$ cat src/rtl/hlsm_launcher.sv
// Initiator for the HLSM Start/Done handshake: accepts one operand triple, launches
// the HLSM, waits for Done with a bounded timeout and presents the result.
module hlsm_launcher #(
  parameter int DW      = 32,
  parameter int TIMEOUT = 16
) (
  input  logic          Clk,
  input  logic          Rst,
  input  logic          in_valid,
  output logic          in_ready,
  input  logic [DW-1:0] in_a,
  input  logic [DW-1:0] in_b,
  input  logic [DW-1:0] in_c,
  output logic          hlsm_start,
  output logic [DW-1:0] hlsm_a,
  output logic [DW-1:0] hlsm_b,
  output logic [DW-1:0] hlsm_c,
  input  logic          hlsm_done,
  input  logic [DW-1:0] hlsm_z,
  input  logic [DW-1:0] hlsm_x,
  output logic          out_valid,
  input  logic          out_ready,
  output logic [DW-1:0] out_z,
  output logic [DW-1:0] out_x,
  output logic          out_timeout,
  output logic          stray_done
);

  localparam int CW = $clog2(TIMEOUT) + 1;
  localparam logic [CW-1:0] CNT_LAST = CW'(TIMEOUT - 1);

  typedef enum logic [1:0] {
    S_IDLE   = 2'd0,
    S_LAUNCH = 2'd1,
    S_WAIT   = 2'd2,
    S_HOLD   = 2'd3
  } state_t;

  state_t        state_q, state_d;
  logic [CW-1:0] cnt_q, cnt_d;
  logic [DW-1:0] a_q, a_d, b_q, b_d, c_q, c_d;
  logic [DW-1:0] z_q, z_d, x_q, x_d;
  logic          to_q, to_d;
  logic          stray_q, stray_d;

  always_ff @(posedge Clk) begin
    if (Rst) begin
      state_q <= S_IDLE;
      cnt_q   <= '0;
      a_q     <= '0;
      b_q     <= '0;
      c_q     <= '0;
      z_q     <= '0;
      x_q     <= '0;
      to_q    <= 1'b0;
      stray_q <= 1'b0;
    end else begin
      state_q <= state_d;
      cnt_q   <= cnt_d;
      a_q     <= a_d;
      b_q     <= b_d;
      c_q     <= c_d;
      z_q     <= z_d;
      x_q     <= x_d;
      to_q    <= to_d;
      stray_q <= stray_d;
    end
  end

  always_comb begin
    state_d = state_q;
    cnt_d   = cnt_q;
    a_d     = a_q;
    b_d     = b_q;
    c_d     = c_q;
    z_d     = z_q;
    x_d     = x_q;
    to_d    = to_q;
    // Done outside WAIT never touches data or state, it is only recorded.
    stray_d = stray_q | (hlsm_done && (state_q != S_WAIT));

    case (state_q)
      S_IDLE: begin
        if (in_valid) begin
          a_d     = in_a;
          b_d     = in_b;
          c_d     = in_c;
          state_d = S_LAUNCH;
        end
      end
      S_LAUNCH: begin
        cnt_d   = '0;
        state_d = S_WAIT;
      end
      S_WAIT: begin
        // Done takes priority over the timeout on the final WAIT cycle.
        if (hlsm_done) begin
          z_d     = hlsm_z;
          x_d     = hlsm_x;
          to_d    = 1'b0;
          state_d = S_HOLD;
        end else if (cnt_q == CNT_LAST) begin
          z_d     = '0;
          x_d     = '0;
          to_d    = 1'b1;
          state_d = S_HOLD;
        end else begin
          cnt_d = cnt_q + CW'(1);
        end
      end
      S_HOLD: begin
        if (out_ready) state_d = S_IDLE;
      end
      default: state_d = S_IDLE;
    endcase
  end

  assign in_ready    = (state_q == S_IDLE);
  assign hlsm_start  = (state_q == S_LAUNCH);
  assign out_valid   = (state_q == S_HOLD);
  assign hlsm_a      = a_q;
  assign hlsm_b      = b_q;
  assign hlsm_c      = c_q;
  assign out_z       = z_q;
  assign out_x       = x_q;
  assign out_timeout = to_q;
  assign stray_done  = stray_q;

endmodule

$ cat config.mk
export PLATFORM = sky130hd
export DESIGN_NAME = hlsm_launcher
export DESIGN_NICKNAME = d
export VERILOG_FILES = /design/src/rtl/hlsm_launcher.sv
export SDC_FILE = /design/constraint.sdc
export NUM_CORES = 1
export LEC_CHECK = 0
export ABC_AREA = 1
export CAP_MARGIN = 40
export CELL_PAD_IN_SITES_DETAIL_PLACEMENT = 0
export CELL_PAD_IN_SITES_GLOBAL_PLACEMENT = 2
export CORE_MARGIN = 5
export CORE_UTILIZATION = 20
export DETAILED_ROUTE_END_ITERATION = 7
export GPL_TIMING_DRIVEN = 1
export PLACE_DENSITY = 0.85
export SYNTH_ARGS = -nofsm -noshare
export SYNTH_HDL_FRONTEND = slang
export SYNTH_SLANG_ARGS = --single-unit
$ cat constraint.sdc
create_clock -name Clk -period 2.25 [get_ports Clk]
set_clock_uncertainty 0.05 [all_clocks]
set_input_delay 0.675 -clock Clk [delete_from_list [all_inputs] [get_ports Clk]]
set_output_delay 0.675 -clock Clk [all_outputs]
set_load 0.02 [all_outputs]
==> results.sh <==
export IMPL_outcome="completed"
export IMPL_layout_drive_gt1_share_pct=4.95
export IMPL_cts_tree="built"
export IMPL_final_area_um2=10400
export IMPL_critPathLaunch="hlsm_c[31]"
export IMPL_gr_usage_met3_pct=6.93
export IMPL_grt_max_degree=99
export IMPL_power_uw=11200
export IMPL_numCtsBuffers=17
export IMPL_worst_pin_slew_ps=410
export IMPL_setup_viol_count_final=0
export IMPL_hp_class="reg2reg"
export IMPL_critPathSlowestCell="clkdlybuf4s50_1"
export IMPL_via_per_inst=4.16
export IMPL_n_antenna_cell=0
export IMPL_final_antenna_net_count=0
export IMPL_cts_root_buf="clkbuf_16"
export IMPL_die_height_um=184
export IMPL_clock_sinks=169
export IMPL_rsz0062_at_grt="no"
export IMPL_core_um2=29900
export IMPL_drtIter0Drc=218
export IMPL_ys_seq_area_share_pct=55.6
export IMPL_use_met1_pct=14.7
export IMPL_avgSynthCellArea_um2=7.85
export IMPL_fmax_ghz=0.457
export IMPL_critPathMaxStageDelay_ps=650
export IMPL_arrival_ps=1460
export IMPL_switching_share_pct=36.1
export IMPL_fin_ws_ps=64.0
export IMPL_dpl_hpwl_mm=15.5
export IMPL_synth_cells=776
export IMPL_start_util_pct=20.4
export IMPL_internal_power_uw=7170
export IMPL_grt_usage_pct=12.6
export IMPL_synth_cell_area_um2=6090
export IMPL_fin_crit_sh_pct=97.2
export IMPL_post_dp_cell_area_um2=9790
export IMPL_final_hold_viol_count=0
export IMPL_hold_slack_ps=427
export IMPL_yosysWarningCount=0
export IMPL_place_ws_ps=91.7
export IMPL_synth_cell_types=18
export IMPL_min_period_ps=2190
export IMPL_setup_tns_ps=0
export IMPL_sequentialPowerShare_pct=35.6
export IMPL_clk_pin_slew_ps=70
export IMPL_power_density_nw_per_um2=1080
export IMPL_r2r_start="cnt_q[0]"
export IMPL_critPathTopFamily="buffers and inverters"
export IMPL_drv_cap=0
export IMPL_ys_ff_latch=169
export IMPL_globalplace_congestion=0.740
export IMPL_final_cell_mix="clkdlybuf4s50_1, nor2_1, dfxtp_1, o21ai_0, nand2_1"
export IMPL_r2r_slack_ps=440
export IMPL_antenna_found_initial=1
export IMPL_power_frac_comb_pct=37.1
export IMPL_firstDrtPassIters=4
export IMPL_clockBufferDepth=2
export IMPL_rr_endpoint="out_x[22]"
export IMPL_crit_buf_inv=1
export IMPL_fp_dieArea_um2=34000
export IMPL_grt_met2_usage_pct=20.3
export IMPL_r2r_cells=7
export IMPL_cp_max_fo=2
export IMPL_grt_pass1_vias=6184
export IMPL_endpoint="hlsm_c[31]"
export IMPL_syn2layout_area_growth_pct=70.8
export IMPL_crit_type="reg2out"
export IMPL_htree_levels=4
export IMPL_slew_viol_final=0
export IMPL_p_sw_uw=4050
export IMPL_gr_max_usage_layer="met2"
export IMPL_crit_chain="clkdlybuf4s50_1"
export IMPL_syn_num_nets=948
export IMPL_leakage_uw=0.00384
export IMPL_max_slew_margin_rel_pct=72.7
export IMPL_worst_ep_required_time_ps=1520
export IMPL_drc_errors=0
export IMPL_startpoint_type="flip-flop"
export IMPL_cp_depth=1
export IMPL_finalWirelength_mm=22.3
export IMPL_post_cts_setup_buffers=0
export IMPL_rows=63
export IMPL_wl_per_cell_um=15.1
export IMPL_io_pins=330
export IMPL_io_buffers=329
export IMPL_vias=6162
export IMPL_grt_pass1_wl_mm=34.4
export IMPL_ir_worst_vdd_mv=0.388
export IMPL_synth_area_leaders="dfxtp_1, nor2_1, o21ai_0, a21oi_1, nand3_1"
export IMPL_netlist_area_leader_share_pct=55.6
export IMPL_finalNetCount=1250
export IMPL_grt_overflow=0
export IMPL_critPathCaptureType="primary output"
export IMPL_die_w_um=184
export IMPL_clkLatencyLatePin_ps=420
export IMPL_power_frac_clock_pct=27.3
export IMPL_layout_commonest_cell="clkdlybuf4s50_1"
export IMPL_synth_top_area_cell="dfxtp_1"
[final cells by class]
class                   instances  area, µm²
clock buffers                  18        439
clock inverters                14        171
fillers                      3143      19500
inverters                      12       45.0
multi-input cells             536       2390
flip-flops and latches        169       3390
well taps                     390        488
repair buffers                342       3480
[logic make-up after synthesis]
kind of cell,after synthesis,synth area share [%]
fa+ha+maj,7,1.44
simple gates,362,23.9
flops,169,55.6
buf+inv,71,5.34
compound gates,167,13.7
[sequential cells by signal (all words and copies together) (netlist names)]
signal and count:
hlsm_b 32, out_x 32, out_timeout 1, cnt_q 5
stray_done 1, hlsm_c 32, hlsm_a 32, state_q 2
out_z 32
[Yosys cell counts]
cell type,n
nand3_1,66
clkbuf_1,31
buf_6,1
and3_1,1
dfxtp_1,169
nand2_2,1
o21ai_0,96
nand2_1,82
nand4_1,4
clkbuf_2,2
ha_1,7
buf_4,7
inv_1,9
inv_2,3
nor3_1,1
a21oi_1,71
nor2_1,207
buf_2,18
[through the flow]
step,instances,utilization (%)
after floorplan,776,-
after global placement,1449,32.8
after detailed placement,1449,32.8
after CTS,1481,34.8
after global routing,1481,34.8
final,1481,34.8
[what timing repair did]
action                                  in CTS  in global routing
resized for setup                            4                  3
endpoints found under the setup margin       4                  2
hold buffers                                 0                  0
[per-layer routing]
layer	share of wire, %	routed length (µm)	vias to the layer above
met3	13	2930	12
met5	0.090	20	-
met1	41	9050	2769
met2	45	10100	249
li1	-	-	3130
met4	1.0	223	2
[worst min path at each step]
stage / slack, ps / endpoint / cells past startpoint / start
after floorplan: 400 / cnt_q[4] / 2 / cnt_q[4]
after global placement: 400 / cnt_q[4] / 2 / cnt_q[4]
after detailed placement: 420 / cnt_q[4] / 2 / cnt_q[4]
after CTS: 430 / cnt_q[4] / 2 / cnt_q[4]
after global routing: 450 / out_z[15] / 2 / out_z[15]
final: 430 / cnt_q[4] / 2 / cnt_q[4]
[power groups by stage]
stage               clock (µW)  combinational (µW)  sequential, µW
floorplan                    0                1370            4810
global placement             0                4260            4030
detailed placement           0                4240            4060
CTS                       3220                4240            4000
global route              3360                4550            4090
finish                    3060                4170            3990
Power figures use the tool's default switching activity.
